`src/rtl/dac_spi_multi_if.sv`:
```
`default_nettype none
// ---------------------------------------------------------------------------
// dac_spi_multi_if : sample request/ack handshake and shared DAC pin bundle
// Revision 1.0
// ---------------------------------------------------------------------------
interface dac_spi_multi_if #(
   parameter int N_CHANNELS = 2,
   parameter int DATA_WIDTH = 16
);
   logic [N_CHANNELS*DATA_WIDTH-1:0] dac_data;
   logic [N_CHANNELS-1:0]            dac_rq;
   logic [N_CHANNELS-1:0]            dac_ack;
   logic                             busy;
   logic                             sdata;
   logic                             bclk;
   logic [N_CHANNELS-1:0]            nsync;

   modport master (
      input  dac_data, dac_rq,
      output dac_ack, busy, sdata, bclk, nsync
   );

   modport slave (
      output dac_data, dac_rq,
      input  dac_ack, busy, sdata, bclk, nsync
   );
endinterface
`default_nettype wire

```
`src/rtl/dac_spi_multi.sv`:
```
`default_nettype none
// ---------------------------------------------------------------------------
// dac_spi_multi : round-robin multi-channel SPI master for AD5061-class DACs
// Revision 1.0
// ---------------------------------------------------------------------------
module dac_spi_multi #(
   parameter int                      CLKS_PER_BCLK = 4,
   parameter int                      DATA_WIDTH    = 16,
   parameter int                      FRAME_LENGTH  = 24,
   parameter logic [FRAME_LENGTH-1:0] PREFIX        = '0,
   parameter int                      N_CHANNELS    = 2,
   parameter bit                      CPOL          = 1'b1,
   parameter int                      MIN_GAP_CLKS  = 4
) (
   input wire logic        clock_in,
   input wire logic        reset,
   dac_spi_multi_if.master bus
);
   localparam int H       = CLKS_PER_BCLK / 2;
   localparam int PW      = FRAME_LENGTH - DATA_WIDTH;
   localparam int CNT_MAX = (H > MIN_GAP_CLKS) ? H : MIN_GAP_CLKS;
   localparam int CNT_W   = $clog2(CNT_MAX + 1);
   localparam int BIT_W   = $clog2(FRAME_LENGTH + 1);
   localparam int PTR_W   = (N_CHANNELS > 1) ? $clog2(N_CHANNELS) : 1;

   typedef enum logic [1:0] {
      S_IDLE  = 2'd0,
      S_SETUP = 2'd1,
      S_SHIFT = 2'd2,
      S_GAP   = 2'd3
   } state_t;

   state_t                  state_q, state_d;
   logic [CNT_W-1:0]        cnt_q, cnt_d;
   logic [BIT_W-1:0]        bit_q, bit_d;
   logic [PTR_W-1:0]        ptr_q, ptr_d;
   logic [N_CHANNELS-1:0]   rq_q, rq_d;
   logic [FRAME_LENGTH-1:0] frame_q, frame_d;
   logic [N_CHANNELS-1:0]   ack_q, ack_d;
   logic [N_CHANNELS-1:0]   nsync_q, nsync_d;
   logic                    busy_q, busy_d;
   logic                    bclk_q, bclk_d;
   logic                    sdata_q, sdata_d;

   logic                    grant_vld;
   logic [PTR_W-1:0]        grant_ch;
   logic [PTR_W-1:0]        next_ptr;
   logic [N_CHANNELS-1:0]   grant_oh;
   logic [DATA_WIDTH-1:0]   sample;
   logic [FRAME_LENGTH-1:0] load_frame;
   logic [FRAME_LENGTH-1:0] shifted;

   // First pass covers channels at/after the pointer, second pass wraps to the lowest.
   always_comb begin
      grant_vld = 1'b0;
      grant_ch  = '0;
      grant_oh  = '0;
      sample    = '0;
      for (int c = 0; c < N_CHANNELS; c++) begin
         if (!grant_vld && rq_q[c] && (PTR_W'(c) >= ptr_q)) begin
            grant_vld   = 1'b1;
            grant_ch    = PTR_W'(c);
            grant_oh[c] = 1'b1;
         end
      end
      for (int c = 0; c < N_CHANNELS; c++) begin
         if (!grant_vld && rq_q[c]) begin
            grant_vld   = 1'b1;
            grant_ch    = PTR_W'(c);
            grant_oh[c] = 1'b1;
         end
      end
      for (int c = 0; c < N_CHANNELS; c++) begin
         if (grant_oh[c]) begin
            sample = bus.dac_data[c*DATA_WIDTH +: DATA_WIDTH];
         end
      end
   end

   assign next_ptr = (grant_ch == PTR_W'(N_CHANNELS - 1)) ? '0 : grant_ch + 1'b1;
   assign shifted  = frame_q << 1;

   generate
      if (PW > 0) begin : g_prefix
         assign load_frame = {PREFIX[PW-1:0], sample};
      end else begin : g_no_prefix
         assign load_frame = sample;
      end
   endgenerate

   always_comb begin
      state_d = state_q;
      cnt_d   = cnt_q;
      bit_d   = bit_q;
      ptr_d   = ptr_q;
      rq_d    = bus.dac_rq;
      frame_d = frame_q;
      ack_d   = '0;
      nsync_d = nsync_q;
      busy_d  = busy_q;
      bclk_d  = bclk_q;
      sdata_d = sdata_q;
      case (state_q)
         S_IDLE: begin
            if (grant_vld) begin
               state_d = S_SETUP;
               cnt_d   = '0;
               frame_d = load_frame;
               ack_d   = grant_oh;
               nsync_d = ~grant_oh;
               sdata_d = load_frame[FRAME_LENGTH-1];
               busy_d  = 1'b1;
               ptr_d   = next_ptr;
            end
         end
         S_SETUP: begin
            if (cnt_q == CNT_W'(H - 1)) begin
               state_d = S_SHIFT;
               cnt_d   = '0;
               bit_d   = '0;
               bclk_d  = ~CPOL;
            end else begin
               cnt_d = cnt_q + 1'b1;
            end
         end
         S_SHIFT: begin
            if (cnt_q == CNT_W'(H - 1)) begin
               cnt_d = '0;
               if (bclk_q == CPOL) begin
                  bclk_d = ~CPOL;
               end else begin
                  // Trailing edge: the DAC has sampled, move on to the next bit.
                  bclk_d = CPOL;
                  if (bit_q == BIT_W'(FRAME_LENGTH - 1)) begin
                     nsync_d = '1;
                     sdata_d = 1'b0;
                     state_d = S_GAP;
                  end else begin
                     frame_d = shifted;
                     sdata_d = shifted[FRAME_LENGTH-1];
                     bit_d   = bit_q + 1'b1;
                  end
               end
            end else begin
               cnt_d = cnt_q + 1'b1;
            end
         end
         S_GAP: begin
            if (cnt_q == CNT_W'(MIN_GAP_CLKS - 1)) begin
               state_d = S_IDLE;
               cnt_d   = '0;
               busy_d  = 1'b0;
            end else begin
               cnt_d = cnt_q + 1'b1;
            end
         end
         default: state_d = S_IDLE;
      endcase
   end

   always_ff @(posedge clock_in or negedge reset) begin
      if (!reset) begin
         state_q <= S_IDLE;
         cnt_q   <= '0;
         bit_q   <= '0;
         ptr_q   <= '0;
         rq_q    <= '0;
         frame_q <= '0;
         ack_q   <= '0;
         nsync_q <= '1;
         busy_q  <= 1'b0;
         bclk_q  <= CPOL;
         sdata_q <= 1'b0;
      end else begin
         state_q <= state_d;
         cnt_q   <= cnt_d;
         bit_q   <= bit_d;
         ptr_q   <= ptr_d;
         rq_q    <= rq_d;
         frame_q <= frame_d;
         ack_q   <= ack_d;
         nsync_q <= nsync_d;
         busy_q  <= busy_d;
         bclk_q  <= bclk_d;
         sdata_q <= sdata_d;
      end
   end

   assign bus.dac_ack = ack_q;
   assign bus.nsync   = nsync_q;
   assign bus.busy    = busy_q;
   assign bus.bclk    = bclk_q;
   assign bus.sdata   = sdata_q;
endmodule
`default_nettype wire

```
`src/flat_wrapper.sv`:
```
// flat-port wrapper written by rule: the top's interface ports become plain ports
module dac_spi_multi_flat 
#(
   parameter int                      CLKS_PER_BCLK = 4,
   parameter int                      DATA_WIDTH    = 16,
   parameter int                      FRAME_LENGTH  = 24,
   parameter logic [FRAME_LENGTH-1:0] PREFIX        = '0,
   parameter int                      N_CHANNELS    = 2,
   parameter bit                      CPOL          = 1'b1,
   parameter int                      MIN_GAP_CLKS  = 4
)
  (clock_in, reset, bus_dac_data, bus_dac_rq, bus_dac_ack, bus_busy, bus_sdata, bus_bclk, bus_nsync);
  dac_spi_multi_if #(.N_CHANNELS(N_CHANNELS), .DATA_WIDTH(DATA_WIDTH)) bus_i ();
  input wire logic clock_in;
  input wire logic reset;
  input wire logic [$bits(bus_i.dac_data)-1:0] bus_dac_data;
  input wire logic [$bits(bus_i.dac_rq)-1:0] bus_dac_rq;
  output wire logic [$bits(bus_i.dac_ack)-1:0] bus_dac_ack;
  output wire logic [$bits(bus_i.busy)-1:0] bus_busy;
  output wire logic [$bits(bus_i.sdata)-1:0] bus_sdata;
  output wire logic [$bits(bus_i.bclk)-1:0] bus_bclk;
  output wire logic [$bits(bus_i.nsync)-1:0] bus_nsync;
  assign bus_i.dac_data = bus_dac_data;
  assign bus_i.dac_rq = bus_dac_rq;
  assign bus_dac_ack = bus_i.dac_ack;
  assign bus_busy = bus_i.busy;
  assign bus_sdata = bus_i.sdata;
  assign bus_bclk = bus_i.bclk;
  assign bus_nsync = bus_i.nsync;
  dac_spi_multi #(.CLKS_PER_BCLK(CLKS_PER_BCLK), .DATA_WIDTH(DATA_WIDTH), .FRAME_LENGTH(FRAME_LENGTH), .PREFIX(PREFIX), .N_CHANNELS(N_CHANNELS), .CPOL(CPOL), .MIN_GAP_CLKS(MIN_GAP_CLKS)) u_core (.clock_in(clock_in), .reset(reset), .bus(bus_i));
endmodule
```
`config.mk`:
```
export PLATFORM = sky130hd
export DESIGN_NAME = dac_spi_multi_flat
export DESIGN_NICKNAME = d
export VERILOG_FILES = /design/src/rtl/dac_spi_multi_if.sv /design/src/rtl/dac_spi_multi.sv /design/src/flat_wrapper.sv
export SDC_FILE = /design/constraint.sdc
export NUM_CORES = 1
export LEC_CHECK = 0
export ABC_AREA = 0
export CAP_MARGIN = 20
export CORE_MARGIN = 2
export CORE_UTILIZATION = 67
export CTS_CLUSTER_SIZE = 8
export DETAILED_ROUTE_END_ITERATION = 6
export DONT_BUFFER_PORTS = 1
export GPL_TIMING_DRIVEN = 0
export HOLD_SLACK_MARGIN = 0.12
export PLACE_DENSITY = 0.86
export SETUP_SLACK_MARGIN = 0.3
export SLEW_MARGIN = 15
export SYNTH_ARGS = -nofsm -noshare
export SYNTH_HDL_FRONTEND = slang
export SYNTH_SLANG_ARGS = --single-unit
```
`constraint.sdc`:
```
create_clock -name clock_in -period 5.3 [get_ports clock_in]
set_input_delay 0.53 -clock clock_in [delete_from_list [all_inputs] [get_ports clock_in]]
set_output_delay 0.53 -clock clock_in [all_outputs]
set_load 0.05 [all_outputs]
```
==> summary.txt, run 1 <==
power consumption: 0.00145 W
final core occ: 76.9%
Critical Path RT: 5.56 ns
syn_nets: 257
vias in the first global route: 1,754
R2R Path End: u_core.state_q[1]$_DFFE_PN0P_
share of post-route cells with drive strength above 1: 11.8%
maximum vdd drop: 0.321 mV
Post-synth EDFFs: 0
WS Path Type: flip-flop to flip-flop
worst skew pair latency: 0.37 ns
Core Area: 0.00310 sq mm
DRT Pass-1 Iters: 7
CTS buffer count: 5
first-pass GRT wire length: 7940 um
dominant cell type by area after synthesis: dfrtp_1
antenna viol nets, final: 0
antenna violations before repair: 0
R2R setup slack: 3.17 ns
setup TNS: 0 ns
skew final: 0.0166 ns
RD Place Congestion: 0.837
failing checks: design-rule violations
CTS tree: done
ys async rst share: 100%
max-slew violations: 0
Rows: 20
Overall Global Routing Usage: 28.6%
Remaining Overflow, GRT: 0
reg2reg start: u_core.state_q[0]$_DFFE_PN0P_
Final period util: 40.2%
leak pwr: 1.04 nW
Root Buffer: clkbuf_4
CTS Buffer Depth: 2
Avg Inst Size Synth: 10.5 sq um
Yosys reg bits: 43
H-tree depth: 2
CP Capture Point: u_core.state_q[1]$_DFFE_PN0P_
Die X: 61.5 um
Port Buf Inserts: 0
Hold WC Path Type: input port to flip-flop
Cell Area, Synth: 0.00221 sq mm
Pwr Density: 609 mW/mm^2
Worst Hold Depth: 0
Initial Util: 71.3%
MaxCap Viol Count: 0
Tmin final: 2.13 ns
count of final hold-check violations: 0
synthesized instance count: 211
Reg2Reg Depth: 7
post-synthesis sequential area ratio: 48.8%
die height: 61.5 um
area of the die: 0.00378 sq mm
Wirelength per Cell: 18.2 um
pin count of the biggest net entering global routing: 44
clock transition at the registers of the reported paths: 0.12 ns
Worst Path Max Fanout: 10
critical path startpoint: u_core.state_q[0]$_DFFE_PN0P_
YS warnings: 0
synth top area cells: dfrtp_1 45%, a21oi_1 7.7%, a222oi_1 6.8%
RSZ-0062 raised after global routing: false
Fmax: 0.469 GHz
setup violators final: 0
clock sinks: 43
Yosys top cell area share: 45.2%
residual DRC count: 7
CP startpoint kind: flip-flop
ys flop type: dfrtp_1
Worst Path Arrival: 2.39 ns
Ant. Diodes: 0
Critical Path Sink Type: flip-flop
I/O Pins: 43
worst rel slew slack: 62.7%
Worst-Margin Slew: 0.558 ns
vias post-DR: 1,807
HPWL after detailed placement: 3390 um
CTS resizes: 0
DRT iter0 DRCs: 159
final WL: 4820 um
status: complete, but fails checks
Layout area overhead: 7.74%
Final nets: 266
Vias/cell: 6.82
Yosys cell types: 47
-- cell type report --
| cell class | instances | area, sq um |
|---|---|---|
| Sequential cell | 43 | 1080 |
| Fill cell | 226 | 718 |
| Buffer | 14 | 72.6 |
| Clock buffer | 6 | 51.3 |
| Inverter | 11 | 41.3 |
| Tap cell | 44 | 55.1 |
| Multi-Input combinational cell | 143 | 1020 |
| Clock inverter | 2 | 35.0 |
| Timing Repair Buffer | 2 | 30.0 |
-- sequential cells by signal (all words and copies together), names as in the netlist, 2 cells and up --
name / count
u_core.frame_q: 23
u_core.bus.nsync: 2
u_core.bus.dac_ack: 2
u_core.cnt_q: 3
u_core.rq_q: 2
u_core.bit_q: 5
u_core.state_q: 2
-- what timing repair did --
action / 4_1_cts / 5_1_grt
hold buffers: 2 / 0
setup buffers: 0 / 0
endpoints found under the hold margin: 43 / 0
-- synth_stat cells, types with 2 or more instances --
cell type	instances
a22o_1	9
nor2b_1	3
nor2_1	5
nand2_1	12
a31oi_1	3
inv_1	11
nand3_1	2
clkbuf_1	7
and3_1	4
o21ai_0	12
a21oi_1	34
ha_1	10
dfrtp_1	40
nand2b_1	5
dfstp_2	3
nand4b_1	2
mux2i_1	2
a222oi_1	15
buf_6	2
buf_2	3
-- worst min-delay path by stage --
stage | start | end | slack (ns)
6_report | bus_dac_rq[1] | u_core.rq_q[1]$_DFF_PN0_ | 0.19
5_1_grt | bus_dac_rq[1] | u_core.rq_q[1]$_DFF_PN0_ | 0.16
4_1_cts | bus_dac_rq[0] | u_core.rq_q[0]$_DFF_PN0_ | 0.18
3_5_place_dp | reset | u_core.bit_q[0]$_DFFE_PN0P_ | 0.24
3_3_place_gp | reset | u_core.bit_q[0]$_DFFE_PN0P_ | 0.24
2_1_floorplan | reset | u_core.bit_q[0]$_DFFE_PN0P_ | 0.23
-- logic make-up after synthesis --
kind of cell | Yosys count | synth area share, %
muxes | 3 | 1.41
DFF | 43 | 48.8
AOI/OAI and AO/OA | 85 | 26.4
and+or+nand+nor | 45 | 12.6
buffers and inverters | 25 | 5.14
adders and majority gates | 10 | 5.65
-- per-stage QoR --
stage | cells | setup WS (ns) | hold WS (ns) | area [sq um]
finish | 265 | 3.17 | 0.187 | 2380
global route | 265 | 3.00 | 0.159 | 2380
CTS | 265 | 3.20 | 0.175 | 2380
detailed placement | 255 | 3.22 | 0.236 | 2270
global placement | 255 | 3.26 | 0.236 | 2270
floorplan | 211 | 3.47 | 0.234 | 2210
-- worst max-delay path, stage by stage (launching register included) --
cell,delay [ns]
dfrtp_1,0.43
inv_1,0.14
ha_1,0.18
buf_2,0.19
nor3b_2,0.45
a221oi_1,0.12
o21ai_0,0.15
mux2_2,0.37
-- layer usage --
layer	vias up	global-route usage (%)	routed length (um)
met1	880	38.3	1960
met4	0	9.42	60
met2	91	44.7	2360
met5	-	0	0
met3	9	8.82	435
li1	827	-	-
-- cell usage in the layout (no fill, tap or decap), types with 7 or more instances in the layout --
cell / Yosys / routed
dfrtp_1: 40 / 40
o21ai_0: 12 / 12
nand2_1: 12 / 12
a21oi_1: 34 / 34
a222oi_1: 15 / 15
clkbuf_1: 7 / 7
a22o_1: 9 / 9
ha_1: 10 / 10
inv_1: 11 / 11
-- power by group --
group	switching [W]	internal [W]
combinational	0.000381	0.000270
clock	0.000109	0.000111
sequential	0.000133	0.000448
total	0.000623	0.000829
Power figures use the tool's default switching activity.
==> run 2, diff against run 1 <==
- CORE_UTILIZATION: 67 -> 62
- PLACE_DENSITY: 0.86 -> 0.81
- clock period: 5.3 -> 2.2 ns (I/O delays scaled with it)
==> summary.txt, run 2 (synthesis gave the netlist of run 1 again) <==
commonest non-fill, non-tap cell in the layout: dfrtp_1
Overall Global Routing Usage: 35.4%
crit path cell chain: inv_1 > ha_1 > nor3b_4 > nand2_1 > nor3_4 > buf_12 > a22o_1
vias in the first global route: 2,105
setup TNS: 0 ns
WS Path Type: flip-flop to flip-flop
Fmax: 0.483 GHz
leak pwr: 1.31 nW
Rows: 21
first-pass GRT wire length: 10,900 um
Initial Util: 65.3%
CP top delay family: simple AND/OR/NAND/NOR gates
Final nets: 316
failing checks: design-rule violations
die height: 63.8 um
final core occ: 89.2%
maximum vdd drop: 1.15 mV
RD Place Congestion: 0.831
area of the die: 0.00406 sq mm
worst skew pair latency: 0.40 ns
DRT iter0 DRCs: 498
H-tree depth: 2
final WL: 8710 um
RSZ-0062 raised after global routing: true
Wirelength per Cell: 27.4 um
clock transition at the registers of the reported paths: 0.16 ns
share of post-route cells with drive strength above 1: 25.8%
Worst Path Buf+Inv: 2
CTS tree: done
Largest stage delay, worst path: 0.46 ns
Port Buf Inserts: 0
max-slew violations: 0
vias post-DR: 2,410
R2R setup slack: 0.13 ns
largest reg by FF count: u_core.frame_q
Layout area overhead: 36.6%
biggest regs: u_core.frame_q x23, u_core.bit_q x5, u_core.cnt_q x3
setup violators final: 0
Worst-Margin Slew: 0.617 ns
DRT Pass-1 Iters: 7
fillers: 107
Root Buffer: clkbuf_4
Worst Path Arrival: 2.40 ns
pin count of the biggest net entering global routing: 44
worst rel slew slack: 58.9%
clock sinks: 43
count of final hold-check violations: 0
Critical Path RT: 2.53 ns
CTS buffer count: 5
Remaining Overflow, GRT: 0
CP startpoint kind: flip-flop
power consumption: 0.00453 W
HPWL after detailed placement: 3380 um
Critical Path Sink Type: flip-flop
CTS Buffer Depth: 2
Pwr Density: 1500 mW/mm^2
Hold WC Path Type: input port to async pin
antenna violations before repair: 1
residual DRC count: 10
Worst Path Max Fanout: 8
Tmin final: 2.07 ns
Core Area: 0.00339 sq mm
MaxCap Viol Count: 0
Vias/cell: 7.58
most frequent cells in the layout: 40 x dfrtp_1, 35 x dlygate4sd3_1, 23 x a21oi_1
status: complete, but fails checks
antenna viol nets, final: 0
I/O Pins: 43
Die X: 63.8 um
Final period util: 94.1%
skew final: 0.0214 ns
Slowest cell on crit path: dfrtp_1
max FFs per register: 23
-- run 2: changes by cell type in the layout (fill, tap and decap cells not counted), sizes merged --
cell and change:
dlygate4sd3 +34, buf +17, clkbuf -2, clkinv +1
diode +1
-- run 2: routing by layer --
layer | track usage (%) | routed length [um] | vias to the layer above | share of wire, %
met2 | 57.5 | 3960 | 283 | 46
li1 | - | - | 927 | -
met5 | 0 | 0 | - | 0
met1 | 45.3 | 2820 | 1106 | 32
met4 | 15.5 | 799 | 0 | 9.2
met3 | 8.45 | 1120 | 94 | 13
-- run 2: metrics by stage --
stage	instances	setup WS, ns	instance area (sq um)	hold WS (ns)
global placement	257	0.146	2270	-0.0743
CTS	301	0.199	2740	0.293
global route	318	0.0685	3020	0.302
detailed placement	257	0.0923	2270	-0.0743
finish	318	0.130	3020	0.252
floorplan	211	0.368	2210	-0.0756
-- run 2: cell type report --
class                      count  area, sq um  share of cell area (%)
timing repair buffer          52          524                    17.3
buffer                        14          104                    3.44
antenna                        1         2.50                  0.0828
inverter                      11         41.3                    1.37
tap                           46         57.6                    1.90
sequential                    43         1080                    35.8
clock inverter                 3         43.8                    1.45
clock buffer                   5         37.5                    1.24
multi-input combinational    143         1130                    37.3
-- run 2: path summary, 6_finish.rpt --
| kind | startpoint | end | cells after the start |
|---|---|---|---|
| max | u_core.cnt_q[1]$_DFFE_PN0N_ | u_core.frame_q[21]$_DFFE_PN0P_ | 7 |
| min | reset | u_core.bit_q[4]$_DFFE_PN0P_ | 2 |
| max reg2reg | u_core.cnt_q[1]$_DFFE_PN0N_ | u_core.frame_q[21]$_DFFE_PN0P_ | 7 |
| min reg2reg | u_core.frame_q[22]$_DFFE_PN0P_ | u_core.bus.sdata$_DFFE_PN0P_ | 1 |
| max in group asynchronous | reset | u_core.bus.nsync[0]$_DFFE_PN1P_ | 2 |
| min in group clock_in | bus_dac_rq[0] | u_core.rq_q[0]$_DFF_PN0_ | 1 |
-- run 2: where the power goes --
group          total (W)  internal, W  switching, W
Sequential       0.00150      0.00108      0.000416
Clock           0.000551     0.000239      0.000312
Combinational    0.00248      0.00107       0.00141
-- run 2: timing repair --
action | in CTS | in global routing
pin swaps | 0 | 8
setup buffers | 0 | 15
endpoints found under the hold margin | 61 | 0
gates cloned | 0 | 1
setup endpoints to repair | 23 | 36
hold buffers | 36 | 0
resized for setup | 7 | 43
==> run 3, diff against run 2 <==
- ABC_AREA: 0 -> 1
- CORE_UTILIZATION: 62 -> 63
- PLACE_DENSITY: 0.81 -> 0.82
==> summary.txt, run 3 <==
GR peak layer: met2
count of final hold-check violations: 0
Port Buf Inserts: 0
die height: 66.5 um
max-slew violations: 0
Wirelength per Cell: 13.2 um
share of post-route cells with drive strength above 1: 13.8%
Post-Synth Adder-Cell Area: 5.08%
clock sinks: 43
DRT Pass-1 Iters: 5
DRT iter0 DRCs: 124
Simple-Gate Fraction of Synth Area: 41.5%
Hold WC Path Type: input port to flip-flop
Final nets: 386
HPWL after detailed placement: 3780 um
leak pwr: 1.48 nW
Avg Inst Size Synth: 7.51 sq um
ys async rst share: 100%
CP startpoint kind: flip-flop
antenna viol nets, final: 0
Rows: 22
synthesized instance count: 328
Worst Setup Slack, final: 0.454 ns
clock transition at the registers of the reported paths: 0.08 ns
met2 usage: 42.6%
Die X: 66.5 um
I/O Pins: 43
H-tree depth: 2
Worst Path Max Fanout: 10
Critical Path RT: 2.44 ns
fillers: 322
setup TNS: 0 ns
commonest non-fill, non-tap cell in the layout: nand2_1
antenna violations before repair: 0
CTS buffer count: 5
Critical Path Sink Type: flip-flop
synth top area cells: dfrtp_1 41%, nand2_1 23%, nand3_1 9.5%
Synth Area in Compound Gates: 3.50%
biggest regs: u_core.frame_q x23, u_core.bit_q x5, u_core.cnt_q x3
mux cell area share after synthesis: 0%
post-synthesis sequential area ratio: 43.8%
CTS Buffer Depth: 2
syn_nets: 374
Cell Area, Synth: 0.00246 sq mm
grt met1 use: 33.9%
residual DRC count: 0
setup violators final: 0
largest family of logic cells by synthesized area: simple AND/OR/NAND/NOR gates
hold slack final: 0.147 ns
Root Buffer: clkbuf_8
vias in the first global route: 1,976
Tmin final: 1.75 ns
skew final: 0.00809 ns
status: finished clean
Worst Path Arrival: 1.98 ns
max FFs per register: 23
maximum vdd drop: 0.916 mV
Overall Global Routing Usage: 25.5%
Core Area: 0.00372 sq mm
worst skew pair latency: 0.29 ns
multi-input logic area: 0.00124 sq mm
largest reg by FF count: u_core.frame_q
final WL: 5140 um
WS Path Type: flip-flop to flip-flop
Initial Util: 66.3%
Worst-Margin Slew: 0.508 ns
Yosys cell types: 28
vias post-DR: 2,096
MaxCap Viol Count: 0
first-pass GRT wire length: 8550 um
CTS tree: done
Ant. Diodes: 0
Post-synth EDFFs: 0
Pwr Density: 1450 mW/mm^2
ys flop type: dfrtp_1
pin count of the biggest net entering global routing: 44
Yosys reg bits: 43
Vias/cell: 5.39
worst slack, placed: 0.331 ns
area of the die: 0.00443 sq mm
Fmax: 0.573 GHz
Synth Area in XOR/XNOR: 0%
Layout area overhead: 10.1%
met3 usage: 3.55%
YS warnings: 0
Remaining Overflow, GRT: 0
RD Place Congestion: 0.871
RSZ-0062 raised after global routing: false
most frequent cells in the layout: 150 x nand2_1, 47 x nand3_1, 40 x dfrtp_1
synth cell count leaders: 150 x nand2_1, 47 x nand3_1, 40 x dfrtp_1
worst rel slew slack: 66.2%
Yosys top cell area share: 40.6%
FF/Latch Area: 0.00108 sq mm
count leader, synth: nand2_1
Final period util: 79.4%
dominant cell type by area after synthesis: dfrtp_1
==> run 3: stage by stage <==
step	power (W)	area [sq um]	std cells	util, %
2_1_floorplan	0.00281	2460	328	-
3_3_place_gp	0.00316	2520	376	67.9
3_5_place_dp	0.00322	2520	376	67.9
4_1_cts	0.00388	2690	388	72.4
5_1_grt	0.00428	2710	389	73.0
6_report	0.00393	2710	389	73.0
==> run 3: layout make-up <==
type,count,share of cell area (%)
Tap cell,48,2.22
Inverter,17,2.35
Buffer,12,3.23
Timing Repair Buffer,5,2.12
Sequential cell,43,39.8
Multi-Input combinational cell,256,45.9
Clock buffer,6,3.05
Clock inverter,2,1.29
==> run 3: cells by family after synthesis <==
kind of cell	after synthesis
buffers and inverters	29
AND/OR/NAND/NOR	232
AO/OA/AOI/OAI	14
adder cells (fa/ha/maj)	10
flip-flops	43
==> run 3: what timing repair did <==
action                                  4_1_cts  5_1_grt
resized for setup                             0        7
hold buffers                                  4        0
endpoints found under the setup margin        0       22
buffers inserted                              0        1
hold endpoints to repair                     45        0
==> run 3: critical path, cell delays in order, from the launching register on <==
cell and delay, ns:
dfrtp_1 0.41, inv_1 0.11, ha_1 0.20, buf_2 0.16, buf_2 0.20, nor2_2 0.32, nand2_1 0.10, nand3_1 0.09
nand2_1 0.05, nand2_1 0.06
==> run 3: power breakdown <==
part / switching, W / leakage (nW) / internal (W)
Clock: 0.000262 / 0.0612 / 0.000367
Combinational: 0.00123 / 0.862 / 0.000663
Sequential: 0.000342 / 0.555 / 0.00107
Total: 0.00183 / 1.48 / 0.00210
==> run 3: metal layers <==
layer,share of wire [%],vias up,wire length (um)
met2,49,38,2530
met1,47,980,2400
met5,0,-,0
met3,2.7,7,137
li1,-,1071,-
met4,1.4,0,70
==> run 3: final timing paths <==
kind | start | to | slack [ns] | depth (start not counted)
worst max-delay path | u_core.state_q[0]$_DFFE_PN0P_ | u_core.frame_q[13]$_DFFE_PN0P_ | 0.45 | 9
worst min-delay path | bus_dac_data[16] | u_core.frame_q[0]$_DFFE_PN0P_ | 0.15 | 4
max in group asynchronous | reset | u_core.bus.nsync[1]$_DFFE_PN1P_ | 1.55 | 2
worst max register to register | u_core.state_q[0]$_DFFE_PN0P_ | u_core.frame_q[13]$_DFFE_PN0P_ | 0.45 | 9
worst min register to register | u_core.frame_q[20]$_DFFE_PN0P_ | u_core.frame_q[20]$_DFFE_PN0P_ | 0.48 | 2
min in group asynchronous | reset | u_core.cnt_q[0]$_DFFE_PN0N_ | 0.39 | 2
